## src/rtl/wheel_speed_ctrl.sv

```systemverilog
// wheel_speed_ctrl: two-wheel closed-loop speed controller.
// Gated encoder edge counting, time-shared P update, PWM/dir drive.
module wheel_speed_ctrl #(
    parameter int WINDOW   = 50000,
    parameter int CNT_W    = 12,
    parameter int DUTY_W   = 8,
    parameter int KP_SHIFT = 2
) (
    input  logic                    clk,
    input  logic                    rst,
    input  logic                    enable,
    input  logic                    enc_step_l,
    input  logic                    enc_dir_l,
    input  logic                    enc_step_r,
    input  logic                    enc_dir_r,
    input  logic signed [CNT_W-1:0] target_l,
    input  logic signed [CNT_W-1:0] target_r,
    output logic signed [CNT_W-1:0] speed_l,
    output logic signed [CNT_W-1:0] speed_r,
    output logic                    speed_valid,
    output logic                    pwm_l,
    output logic                    pwm_r,
    output logic                    dir_l,
    output logic                    dir_r
);

    localparam int WC_W = (WINDOW > 1) ? $clog2(WINDOW) : 1;
    // Sum width covers the widest of error and duty plus carry headroom.
    localparam int SW = ((CNT_W > DUTY_W) ? CNT_W : DUTY_W) + 3;

    localparam logic signed [CNT_W-1:0] CMAX = {1'b0, {(CNT_W-1){1'b1}}};
    localparam logic signed [CNT_W-1:0] CMIN = -CMAX;
    localparam logic signed [CNT_W-1:0] ONE  = CNT_W'(1);
    localparam logic signed [SW-1:0]    DMAX = SW'((2**DUTY_W) - 1);
    localparam logic signed [SW-1:0]    DMIN = -DMAX;

    typedef enum logic [1:0] {
        IDLE,
        WAIT,
        UPD_L,
        UPD_R
    } state_t;

    // Saturating +/-1 step of an edge counter.
    function automatic logic signed [CNT_W-1:0] step_cnt(
        input logic signed [CNT_W-1:0] c,
        input logic                    rise,
        input logic                    fwd
    );
        logic signed [CNT_W-1:0] r;
        r = c;
        if (rise && fwd && (c != CMAX)) begin
            r = c + ONE;
        end else if (rise && !fwd && (c != CMIN)) begin
            r = c - ONE;
        end
        return r;
    endfunction

    logic                    step_l_q;
    logic                    step_r_q;
    logic                    rise_l;
    logic                    rise_r;
    logic [WC_W-1:0]         wcnt;
    logic                    last;
    logic signed [CNT_W-1:0] cnt_l;
    logic signed [CNT_W-1:0] cnt_r;
    logic signed [CNT_W-1:0] nxt_l;
    logic signed [CNT_W-1:0] nxt_r;

    state_t                  state;
    logic signed [DUTY_W:0]  duty_l;
    logic signed [DUTY_W:0]  duty_r;
    logic signed [CNT_W-1:0] upd_tgt;
    logic signed [CNT_W-1:0] upd_spd;
    logic signed [DUTY_W:0]  upd_duty;
    logic signed [CNT_W:0]   err;
    logic signed [CNT_W:0]   corr;
    logic signed [SW-1:0]    corr_w;
    logic signed [SW-1:0]    duty_w;
    logic signed [SW-1:0]    sum;
    logic signed [DUTY_W:0]  upd_new;

    logic [DUTY_W-1:0]       pwm_cnt;
    logic [DUTY_W:0]         mag_l;
    logic [DUTY_W:0]         mag_r;

    assign rise_l = enc_step_l & ~step_l_q;
    assign rise_r = enc_step_r & ~step_r_q;
    assign last   = (wcnt == WC_W'(WINDOW - 1));
    assign nxt_l  = step_cnt(cnt_l, rise_l, enc_dir_l);
    assign nxt_r  = step_cnt(cnt_r, rise_r, enc_dir_r);

    // Step input history for rising-edge detection.
    always_ff @(posedge clk) begin
        if (rst) begin
            step_l_q <= 1'b0;
            step_r_q <= 1'b0;
        end else begin
            step_l_q <= enc_step_l;
            step_r_q <= enc_step_r;
        end
    end

    // Gate window counter; held at zero while the loop is off.
    always_ff @(posedge clk) begin
        if (rst || !enable) begin
            wcnt <= '0;
        end else if (last) begin
            wcnt <= '0;
        end else begin
            wcnt <= wcnt + WC_W'(1);
        end
    end

    // Edge counters; the edge in the last window cycle stays in that window.
    always_ff @(posedge clk) begin
        if (rst || !enable || last) begin
            cnt_l <= '0;
            cnt_r <= '0;
        end else begin
            cnt_l <= nxt_l;
            cnt_r <= nxt_r;
        end
    end

    // Latch the completed window and strobe it.
    always_ff @(posedge clk) begin
        if (rst) begin
            speed_l     <= '0;
            speed_r     <= '0;
            speed_valid <= 1'b0;
        end else begin
            speed_valid <= enable && last;
            if (enable && last) begin
                speed_l <= nxt_l;
                speed_r <= nxt_r;
            end
        end
    end

    // Shared error / gain / saturating accumulate, operands picked by state.
    always_comb begin
        upd_tgt  = target_l;
        upd_spd  = speed_l;
        upd_duty = duty_l;
        if (state == UPD_R) begin
            upd_tgt  = target_r;
            upd_spd  = speed_r;
            upd_duty = duty_r;
        end
        err    = {upd_tgt[CNT_W-1], upd_tgt} - {upd_spd[CNT_W-1], upd_spd};
        corr   = err >>> KP_SHIFT;
        corr_w = corr;
        duty_w = upd_duty;
        sum    = corr_w + duty_w;
        if (sum > DMAX) begin
            upd_new = DMAX[DUTY_W:0];
        end else if (sum < DMIN) begin
            upd_new = DMIN[DUTY_W:0];
        end else begin
            upd_new = sum[DUTY_W:0];
        end
    end

    // Update sequencer: one wheel per cycle after each speed strobe.
    always_ff @(posedge clk) begin
        if (rst || !enable) begin
            state  <= IDLE;
            duty_l <= '0;
            duty_r <= '0;
        end else begin
            unique case (state)
                IDLE: begin
                    state <= WAIT;
                end
                WAIT: begin
                    if (last) begin
                        state <= UPD_L;
                    end
                end
                UPD_L: begin
                    duty_l <= upd_new;
                    state  <= UPD_R;
                end
                UPD_R: begin
                    duty_r <= upd_new;
                    state  <= WAIT;
                end
            endcase
        end
    end

    // Free-running PWM ramp.
    always_ff @(posedge clk) begin
        if (rst) begin
            pwm_cnt <= '0;
        end else begin
            pwm_cnt <= pwm_cnt + DUTY_W'(1);
        end
    end

    always_comb begin
        mag_l = duty_l[DUTY_W] ? -duty_l : duty_l;
        mag_r = duty_r[DUTY_W] ? -duty_r : duty_r;
    end

    // Registered H-bridge drive; forced off while disabled.
    always_ff @(posedge clk) begin
        if (rst || !enable) begin
            pwm_l <= 1'b0;
            pwm_r <= 1'b0;
            dir_l <= 1'b0;
            dir_r <= 1'b0;
        end else begin
            pwm_l <= ({1'b0, pwm_cnt} < mag_l);
            pwm_r <= ({1'b0, pwm_cnt} < mag_r);
            dir_l <= ~duty_l[DUTY_W];
            dir_r <= ~duty_r[DUTY_W];
        end
    end

endmodule

```

## config.mk

```make
export PLATFORM = sky130hd
export DESIGN_NAME = wheel_speed_ctrl
export DESIGN_NICKNAME = d
export VERILOG_FILES = /design/src/rtl/wheel_speed_ctrl.sv
export SDC_FILE = /design/constraint.sdc
export NUM_CORES = 1
export LEC_CHECK = 0
export BUFFER_PORTS_ARGS = -buffer_cell sky130_fd_sc_hd__buf_4
export CORE_ASPECT_RATIO = 1.5
export CORE_MARGIN = 2
export CORE_UTILIZATION = 55
export CTS_BUF_LIST = sky130_fd_sc_hd__clkbuf_4
export DETAILED_ROUTE_END_ITERATION = 6
export PLACE_DENSITY = 0.75
export SYNTH_ARGS = -nofsm -noshare
export SYNTH_HDL_FRONTEND = slang
export SYNTH_SLANG_ARGS = --single-unit
```

## constraint.sdc

```tcl
create_clock -name clk -period 5.85 [get_ports clk]
set_input_delay 0.2925 -clock clk [delete_from_list [all_inputs] [get_ports clk]]
set_output_delay 0.2925 -clock clk [all_outputs]
set_load 0.03 [all_outputs]
```

==> metrics.md, run 1 <==
| Metric | Value |
|---|---|
| Critical-path cell with the highest stage delay | o41ai_2 |
| Floorplan die height | 134 um |
| Via count of the first global-routing pass | between 5k and 6k |
| Antenna violations before repair | 1 |
| Core Footprint | 0.0110 mm2 |
| Clock root buffer | clkbuf_4 |
| Count of final setup violators | 0 |
| Power per unit of standard cell area | between 150 and 200 mW/mm2 |
| Maximum frequency from static timing analysis | 188 MHz |
| Clk pin slew, worst setup/hold paths | 0.16 ns |
| HP Start | enc_step_r |
| Number of slew-limit violations in the final report | 0 |
| Synthesized net count | between 800 and 900 |
| TritonCTS buffer count | 9 |
| Total of flip-flops plus latches after synthesis | 99 |
| Setup slack after placement | 0.534 ns |
| # port buffers | roughly 60 |
| Most numerous cell types in the synthesized netlist | dfxtp_1 (99), nor2_1 (96), ha_1 (49) |
| Highest net fanout along the worst path | 9 |
| Synth area leaders | dfxtp_1 (32%), ha_1 (9.9%), nor2_1 (5.8%) |
| Average routed wire per standard cell | 16.5 um |
| Fraction of the yosys area taken by sequential cells | 0.320 |
| Initial Util | 0.563 |
| First-pass iteration count of the detailed router | 5 |
| # H-tree levels | 3 |
| Post-detailed-placement half-perimeter wirelength | approximately 12 mm |
| Total I/O pin count | 60 |
| Final antenna-violating net count | 0 |
| Hold Vio Cnt, Final | 0 |
| Clock tree sinks | 99 |
| Layout cells sized above 1 | 0.138 |
| Routability congestion estimate | 0.924 |
| Count leader, synth | dfxtp_1 |
| Critical path capture point type | flip-flop |
| Avg Vias per Cell | slightly below 6 |
| FFs w/ async S/R, synth | 0 |
| Final Power | 0.00128 W |
| Total via count in the routed design | between 5k and 6k |
| Tightest Pin Transition | 0.750 ns |
| Final routed wirelength across all metal layers | 15.4 mm |
| TritonCTS clock tree | yes |
| Maximum number of pins on one net before global-route repair | 39 |
| Worst-skew pair later-pin latency | between 0.4 and 0.5 ns |
| Warnings, synthesis | 0 |
| Largest voltage drop on the vdd net | around 0.13 mV |
| Number of buffers added to fix hold violations after cts | 0 |
| Delay of the slowest cell on the worst path | 0.46 ns |
| Critical path, cell by cell | ha_2 -> mux2_2 -> ha_1 -> o311a_1 -> o41ai_2 -> o21ai_0 -> o21a_1 -> nor2_1 -> xnor2_1 -> ha_1 -> nor3_1 -> nor2_1 -> o21a_1 -> o311ai_1 -> nand3_1 -> o21ai_0 -> and3_1 -> a221o_1 |
| Synthesized area per cell | ~8.5 um2 |
| Overall fraction of global-route tracks in use | 0.252 |
| Cells after synthesis | 730 |
| Source of the worst register-to-register timing path | state[1] |
| Tcrit/Tclk final | 0.911 |
| Post-route worst setup slack | between 0.5 and 0.6 ns |
| Grt ovf | 0 |
| Summed instance area of the synthesized netlist | just over 0.006 mm2 |
| Final-layout fill cell count | approximately 1k |
| Total negative slack | 0 ns |
| Max-cap violations | 0 |
| Buffers inserted by post-CTS timing repair | 0 |
| Bufs on Longest Clock Path | 2 |
| Type of element launching the critical path | flip-flop |
| Worst-case headroom to the max-slew limit | 0.498 |
| Post-layout min period | 5.33 ns |
| Area of the die | between 0.01 and 0.015 mm2 |
| DRC violation count after routing | 0 |
| Horizontal die dimension | just over 90 um |
| Synth-to-layout area growth | 10.6% |
| Number of enable-type register cells in the synthesized netlist | 0 |
| Number of violations reported at the end of detailed-routing iteration 0 | between 200 and 300 |
| Required time of the critical path | roughly 6.2 ns |
| Nets | 856 |
| Area share of the largest cell type after synthesis | 0.320 |
| Crit path kind | flip-flop to flip-flop |
| Data arrival time of the critical path | around 5.7 ns |
| Outcome | complete, no violations |
| Hold crit path type | input port to flip-flop |
| LEAKAGE | ~2.8 nW |
| Dominant cell type by area after synthesis | dfxtp_1 |
| Final worst clock skew | ~0.019 ns |
| Setup repair after global routing missed its margin | no |
| Number of rows in the core area | between 40 and 50 |
| Main synth FF type | dfxtp_1 |
| Launching instance or port of the critical path | state[1] |
| First-pass GRT wire length | about 25 mm |
| Count of different cell masters after synthesis | 63 |
## cell families after synthesis
logic type | share of synthesized area
AOI/OAI and AO/OA | 0.161
xor gates and xnor gates | 0.0905
muxes | 0.0636
and+or+nand+nor | 0.226
buffers and inverters | 0.0366
DFF | 0.320
adders and majority gates | 0.102
## cells in the final DEF, fill, tap and decap left out, drive strengths merged, types with 4 or more instances in the layout
master / instances
a41oi: 4
buf: 61
nor3: 19
and3: 15
a211oi: 5
and4: 4
clkbuf: 10
nor4: 8
a21o: 10
o21a: 5
mux2i: 18
nor2: 96
dfxtp: 99
o21ai: 47
ha: 49
inv: 32
mux2: 19
or4: 8
nor2b: 18
a21oi: 27
a31oi: 9
a221o: 10
or3: 11
xor2: 32
nand3b: 10
nand2: 35
o22ai: 7
xnor2: 32
nand3: 26
nand2b: 10
## timing repair
action | 4_1_cts | 5_1_grt
setup endpoints to repair | 0 | 1
gates resized for setup | 0 | 1
endpoints found under the hold margin | 0 | 0
## registers in the layout, indices dropped and copies added (netlist names), 2 cells and up
| register | cells |
|---|---|
| pwm_cnt | 8 |
| duty_l | 9 |
| speed_r | 12 |
| state | 2 |
| duty_r | 9 |
| cnt_l | 12 |
| wcnt | 16 |
| speed_l | 12 |
| cnt_r | 12 |
## metrics by stage
stage | instance area [um2] | std cells | utilization | hold WS (ns)
3_3_place_gp | 6730 | 911 | 0.612 | 0.440
3_5_place_dp | 6730 | 911 | 0.612 | 0.464
2_1_floorplan | 6190 | 730 | - | 0.421
6_report | 6850 | 928 | 0.623 | 0.0623
4_1_cts | 6840 | 927 | 0.622 | 0.0318
5_1_grt | 6850 | 928 | 0.623 | 0.0324
## power by group
part	switching (W)	total [W]	internal, W
Combinational	0.000139	0.000248	0.000109
Clock	0.000236	0.000328	0.0000920
Sequential	0.0000165	0.000704	0.000688
Total	0.000392	0.00128	0.000889
## path summary, 6_finish.rpt
kind                to  slack (ns)  depth (start not counted)
max reg2reg  duty_r[5]        0.52                         18
min           step_r_q        0.06                          2
min reg2reg    wcnt[0]        0.50                          1
max          duty_r[5]        0.52                         18
## layout make-up
class / count / area (um2) / share of cell area
multi-input cells: 573 / 3990 / 0.582
flip-flops and latches: 99 / 1980 / 0.289
repair buffers: 61 / 462 / 0.0674
well taps: 147 / 184 / 0.0268
inverters: 31 / 116 / 0.0170
clock buffers: 10 / 75.1 / 0.0110
clock inverters: 6 / 40.0 / 0.00584
diodes: 1 / 2.50 / 0.000365
## worst max-delay path, delay by kind of cell, from the launching register on
family | cells | cell delay, ns
compound gates | 8 | 2.28
xor+xnor | 1 | 0.14
flops | 1 | 0.42
mux | 1 | 0.37
simple gates | 5 | 1.06
fa+ha+maj | 3 | 0.98
## per-layer routing
metal | global-route usage | vias up | wire (um)
met5 | 0 | - | 0
met2 | 0.470 | 147 | 8130
met3 | 0.0315 | 36 | 636
met1 | 0.287 | 2599 | 6070
met4 | 0.104 | 0 | 522
li1 | - | 2704 | -
Power figures use the tool's default switching activity.
==> run 2, diff against run 1 <==
--- a/config.mk
+++ b/config.mk
@@ -9,7 +9,7 @@
 export CORE_ASPECT_RATIO = 1.5
 export CORE_MARGIN = 2
 export CORE_UTILIZATION = 55
-export CTS_BUF_LIST = sky130_fd_sc_hd__clkbuf_4
+export CTS_BUF_LIST = sky130_fd_sc_hd__clkbuf_4 sky130_fd_sc_hd__clkbuf_8
 export DETAILED_ROUTE_END_ITERATION = 6
 export PLACE_DENSITY = 0.75
 export SYNTH_ARGS = -nofsm -noshare
==> run 2 against run 1 <==
- first-iteration DRC count is 11% lower
- worst setup slack lost 0.083 ns
- cell area rose by 1.0%
- register-to-register slack worse by 0.08 ns
- largest power group unchanged
- critical path depth increased by 1
- highest routed layer unchanged
- die area is the same
- critical endpoint unchanged
==> metrics.md, run 2 (synthesized netlist as in run 1, its figures left out) <==
| Metric | Value |
|---|---|
| Outcome | complete, no violations |
| Final antenna-violating net count | 0 |
| Overall fraction of global-route tracks in use | 0.254 |
| Nets | 856 |
| Core Footprint | 0.0110 mm2 |
| Required time of the critical path | approximately 6.2 ns |
| Horizontal die dimension | 90.7 um |
| Cells on worst reg2reg path | 19 |
| Floorplan die height | 134 um |
| Clk pin slew, worst setup/hold paths | approximately 0.1 ns |
| Most common library cell in the layout ignoring fill and taps | dfxtp_1 |
| First-pass iteration count of the detailed router | 5 |
| Terminus of the critical flop-to-flop path | duty_r[5] |
| Ant. Diodes | 0 |
| Cell Int Power | a little under 0.001 W |
| Average routed wire per standard cell | 16.6 um |
| Avg Vias per Cell | roughly 6.0 |
| Hold Vio Cnt, Final | 0 |
| First-pass GRT wire length | 25.2 mm |
| Layout cells sized above 1 | 0.141 |
| Critical path capture point type | flip-flop |
| Setup repair after global routing missed its margin | no |
| Maximum number of pins on one net before global-route repair | 39 |
| TritonCTS clock tree | yes |
| Clock tree sinks | 99 |
| Worst-skew pair later-pin latency | roughly 0.38 ns |
| Combinational cell fraction of total power | 0.179 |
| Largest Register | wcnt |
| Setup slack on the worst flop-to-flop path | around 0.44 ns |
| LEAKAGE | 2.80 nW |
| Switching Share | 0.292 |
| Critical Path Sink | duty_r[5] |
| Critical path, cell by cell | ha_2 -> buf_4 -> mux2_2 -> ha_1 -> and3_1 -> a21oi_1 -> o21ai_0 -> o21a_1 -> nor2_1 -> xnor2_1 -> ha_1 -> nor3_1 -> nor2_1 -> o21a_1 -> o311ai_1 -> nand3_1 -> o21ai_0 -> and3_1 -> a221o_1 |
| Number of slew-limit violations in the final report | 0 |
| Area of the die | about 0.012 mm2 |
| Routability congestion estimate | a little over 0.9 |
| Highest net fanout along the worst path | 35 |
| Clock root buffer | clkbuf_8 |
| Final worst clock skew | ~0.011 ns |
| Power dissipated by switching net loads | 0.000405 W |
| Post-detailed-placement half-perimeter wirelength | approximately 12 mm |
| Post-layout min period | approximately 5.4 ns |
| Clock share of power | 0.313 |
| Met2 GRT Util | 0.471 |
| Grt ovf | 0 |
| Synth-to-layout area growth | 11.7% |
| Via count of the first global-routing pass | 5329 |
| Antenna violations before repair | 0 |
| Buffers inserted by post-CTS timing repair | 0 |
| Fraction of met3 tracks used by global routing | 0.0331 |
| Count of final setup violators | 0 |
| Most used cells in the layout excluding fill and tap cells | dfxtp_1 (99), nor2_1 (96), buf_4 (61), ha_1 (48), o21ai_0 (39) |
| Most heavily used metal layer in global routing | met2 |
| Number of violations reported at the end of detailed-routing iteration 0 | between 200 and 250 |
| Number of rows in the core area | 47 |
| Tcrit/Tclk final | 0.926 |
| Total negative slack | 0 ns |
| Power per unit of standard cell area | between 200 and 250 mW/mm2 |
| Type of element launching the critical path | flip-flop |
| Largest voltage drop on the vdd net | approximately 0.11 mV |
| Resized Gates After CTS | 0 |
| Initial Util | 0.563 |
| Maximum frequency from static timing analysis | around 180 MHz |
| Launching instance or port of the critical path | state[0] |
| GRT met1 Usage | 0.287 |
| # port buffers | a little under 60 |
| Crit path kind | flip-flop to flip-flop |
| # H-tree levels | 3 |
| Number of flip-flops in the largest register | 16 |
| Worst-case headroom to the max-slew limit | 0.497 |
| Number of buffers added to fix hold violations after cts | 0 |
| DRC violation count after routing | 0 |
| Total via count in the routed design | 5524 |
| Data arrival time of the critical path | ~5.7 ns |
| Sequential cell area | 0.00198 mm2 |
| Fraction of the core area covered by cells at the end of the flow | 0.629 |
| Final-layout fill cell count | between 900 and 1k |
| Delay of the slowest cell on the worst path | ~0.46 ns |
| Tightest Pin Transition | roughly 0.75 ns |
| Proportion of power drawn by flip-flops and latches | 0.507 |
| Hold crit path type | input port to flip-flop |
| Final routed wirelength across all metal layers | roughly 15 mm |
| Total I/O pin count | 60 |
| Source of the worst register-to-register timing path | state[0] |
| Critical-path cell with the highest stage delay | o311ai_1 |
| Multi-input combinational cell area | 0.00399 mm2 |
| Bufs on Longest Clock Path | 2 |
| TritonCTS buffer count | 9 |
| Max-cap violations | 0 |
[run 2: cell count changes in the layout (fill, tap and decap cells not counted), sizes merged]
cell | previous run | this run
clkbuf | 10 | 12
diode | 1 | 0
clkinv | 3 | 1
[run 2: layout make-up]
type,count,share of cell area
inverters,31,0.0168
multi-input cells,573,0.576
clock inverters,4,0.00470
clock buffers,12,0.0230
flip-flops and latches,99,0.286
repair buffers,61,0.0662
well taps,147,0.0266
[run 2: critical path, delay by kind of cell, from the launching register on]
kind | cells | cell delay [ns]
compound gates | 7 | 1.69
simple gates | 6 | 1.24
fa+ha+maj | 3 | 1.03
buf+inv | 1 | 0.43
flops | 1 | 0.40
mux | 1 | 0.39
xor+xnor | 1 | 0.14
[run 2: power groups by stage]
stage	combinational, W	clock, W	sequential (W)
2_1_floorplan	0.000182	0	0.000716
3_3_place_gp	0.000237	0	0.000717
3_5_place_dp	0.000244	0	0.000718
4_1_cts	0.000246	0.000444	0.000703
5_1_grt	0.000274	0.000468	0.000705
6_report	0.000248	0.000434	0.000703
[run 2: per-layer routing]
metal	up-vias	routed length, um
met4	0	552
met1	2641	6000
met2	152	8100
met3	38	711
met5	-	0
li1	2693	-
[run 2: per-stage QoR]
step	hold slack (ns)	area [um2]	power [W]	worst slack (ns)	std cells
2_1_floorplan	0.421	6190	0.000898	0.903	730
3_3_place_gp	0.440	6730	0.000954	0.744	911
3_5_place_dp	0.464	6730	0.000962	0.534	911
4_1_cts	0.130	6920	0.00139	0.495	927
5_1_grt	0.133	6920	0.00145	0.00749	927
6_report	0.141	6920	0.00139	0.435	927
[run 2: worst min path at each step]
stage	start	end	slack (ns)	depth (start not counted)
2_1_floorplan	enc_step_l	step_l_q	0.42	1
3_3_place_gp	wcnt[0]	wcnt[0]	0.44	1
3_5_place_dp	pwm_cnt[0]	pwm_cnt[0]	0.46	1
4_1_cts	enc_step_r	step_r_q	0.13	2
5_1_grt	enc_step_r	step_r_q	0.13	2
6_report	enc_step_r	step_r_q	0.14	2
==> run 3, diff against run 2 <==
--- a/config.mk
+++ b/config.mk
@@ -12,6 +12,7 @@
 export CTS_BUF_LIST = sky130_fd_sc_hd__clkbuf_4 sky130_fd_sc_hd__clkbuf_8
 export DETAILED_ROUTE_END_ITERATION = 6
 export PLACE_DENSITY = 0.75
+export SLEW_MARGIN = 0
 export SYNTH_ARGS = -nofsm -noshare
 export SYNTH_HDL_FRONTEND = slang
 export SYNTH_SLANG_ARGS = --single-unit
==> constraint.sdc (replaced) <==
create_clock -name clk -period 5.85 [get_ports clk]
set_input_delay 1.17 -clock clk [delete_from_list [all_inputs] [get_ports clk]]
set_output_delay 1.17 -clock clk [all_outputs]
set_load 0.03 [all_outputs]
==> run 3 against run 2 <==
- power is 1.1% lower
- first-iteration DRC count did not move
- critical path depth down 2
- non-clock buffer count rose by 2
- clock skew is 0.0034 ns higher
- fmax rose by 2.6%
- critical endpoint unchanged
==> metrics.md, run 3 (synthesized netlist as in run 1, its figures left out) <==
| Metric | Value |
|---|---|
| Total I/O pin count | 60 |
| Post-place instance area | roughly 0.0067 mm2 |
| Ant. Diodes | 0 |
| Number of rows in the core area | 47 |
| Post-detailed-placement half-perimeter wirelength | roughly 12 mm |
| Core Footprint | around 0.011 mm2 |
| Number of violations reported at the end of detailed-routing iteration 0 | 247 |
| Power per unit of standard cell area | slightly below 200 mW/mm2 |
| Clk pin slew, worst setup/hold paths | 0.10 ns |
| Final routed wirelength across all metal layers | between 10 and 15 mm |
| Area of the die | roughly 0.012 mm2 |
| Total negative slack | 0 ns |
| Largest voltage drop on the vdd net | between 0.15 and 0.2 mV |
| Finished Layout Cells | around 930 |
| Maximum frequency from static timing analysis | 189 MHz |
| DRC violation count after routing | 0 |
| Layout cells sized above 1 | 0.145 |
| Number of buffers added to fix hold violations after cts | 0 |
| First-pass iteration count of the detailed router | 5 |
| Worst-case headroom to the max-slew limit | 0.500 |
| Nets | around 860 |
| Initial Util | 0.563 |
| Most used cells in the layout excluding fill and tap cells | dfxtp_1 (99), nor2_1 (96), buf_4 (63), ha_1 (48), o21ai_0 (39) |
| Highest net fanout along the worst path | 15 |
| Maximum number of pins on one net before global-route repair | 39 |
| Critical path, cell by cell | ha_2 -> buf_4 -> mux2_2 -> ha_1 -> and3_1 -> a21oi_1 -> o21ai_0 -> o21a_1 -> nor2_1 -> xnor2_1 -> ha_1 -> a2111oi_0 -> a211oi_1 -> nor4bb_1 -> o21ai_0 -> and3_1 -> a221o_1 |
| TritonCTS buffer count | 9 |
| Required time of the critical path | ~6.1 ns |
| Data arrival time of the critical path | between 5 and 6 ns |
| Total via count in the routed design | 5421 |
| Synth-to-layout area growth | 12.0% |
| Critical path capture point type | flip-flop |
| Kind of cell adding the most delay to the critical path | compound AO/OA/AOI/OAI gates |
| Bufs on Longest Clock Path | 2 |
| Critical-path cell with the highest stage delay | a2111oi_0 |
| Worst-skew pair later-pin latency | about 0.38 ns |
| Routability congestion estimate | roughly 0.91 |
| Floorplan die height | ~130 um |
| TritonCTS clock tree | yes |
| Most common library cell in the layout ignoring fill and taps | dfxtp_1 |
| Delay of the slowest cell on the worst path | roughly 0.47 ns |
| Setup repair after global routing missed its margin | no |
| Grt ovf | 0 |
| Via count of the first global-routing pass | about 5.2k |
| Overall fraction of global-route tracks in use | 0.251 |
| Tightest Pin Transition | 0.747 ns |
| Final worst clock skew | between 0.01 and 0.015 ns |
| Avg Vias per Cell | approximately 5.8 |
| Tcrit/Tclk final | 0.902 |
| Post-route cell area | between 0.006 and 0.007 mm2 |
| Antenna violations before repair | 0 |
| Final-layout fill cell count | ~970 |
| Number of slew-limit violations in the final report | 0 |
| Outcome | complete, no violations |
| Type of element launching the critical path | flip-flop |
| First-pass GRT wire length | around 25 mm |
| Max-cap violations | 0 |
| Count of final setup violators | 0 |
| Clock root buffer | clkbuf_8 |
| Post-layout min period | around 5.3 ns |
| LEAKAGE | 2.81 nW |
| Number of flip-flops in the largest register | 16 |
| # H-tree levels | 3 |
| Hold Vio Cnt, Final | 0 |
| # port buffers | 59 |
| Crit path kind | flip-flop to flip-flop |
| Hold crit path type | flip-flop to flip-flop |
| Total buffers and inverters traversed by the critical path | 1 |
| Average routed wire per standard cell | 16.1 um |
| Horizontal die dimension | 90.7 um |
| Largest Register | wcnt |
| Final antenna-violating net count | 0 |
| Placed cell count | roughly 900 |
| Clock tree sinks | 99 |
[run 3: cell count changes in the layout (fill, tap and decap cells not counted), sizes merged]
cell	previous run	this run
buf	61	63
clkbuf	12	9
clkinv	1	2
inv	32	34
[run 3: final timing paths]
path / endpoint / start / slack (ns) / depth (start not counted)
max: duty_r[5] / state[1] / 0.57 / 17
min: wcnt[0] / wcnt[0] / 0.47 / 1
max reg2reg: duty_r[5] / state[1] / 0.57 / 17
min reg2reg: wcnt[0] / wcnt[0] / 0.47 / 1
[run 3: timing repair]
action,CTS,global route
buffers inserted,0,0
endpoints found under the hold margin,0,0
resized for setup,0,1
endpoints found under the setup margin,0,11
[run 3: cell type report]
cell class | instances | area (um2) | area share
Sequential cell | 99 | 1980 | 0.286
Tap cell | 147 | 184 | 0.0265
Timing Repair Buffer | 63 | 473 | 0.0682
Multi-Input combinational cell | 573 | 4000 | 0.576
Inverter | 31 | 116 | 0.0168
Clock buffer | 9 | 124 | 0.0179
Clock inverter | 7 | 60.1 | 0.00866
[run 3: per-stage QoR]
stage          utilization  setup slack, ns  power (W)  hold WS (ns)
4_1_cts              0.630            0.542    0.00138         0.476
6_report             0.631            0.572    0.00137         0.474
2_1_floorplan            -            0.892   0.000898         0.428
3_5_place_dp         0.613            0.416   0.000962         0.452
3_3_place_gp         0.613            0.618   0.000953         0.440
5_1_grt              0.631           0.0297    0.00144         0.507
[run 3: routing by layer]
layer	track usage	vias up	part of all wire
met4	0.109	0	0.037
li1	-	2707	-
met2	0.468	154	0.53
met3	0.0382	33	0.043
met5	0	-	0
met1	0.280	2527	0.39
[run 3: power by group]
part | internal (W) | switching, W
Sequential | 0.000687 | 0.0000166
Clock | 0.000162 | 0.000259
Combinational | 0.000110 | 0.000137
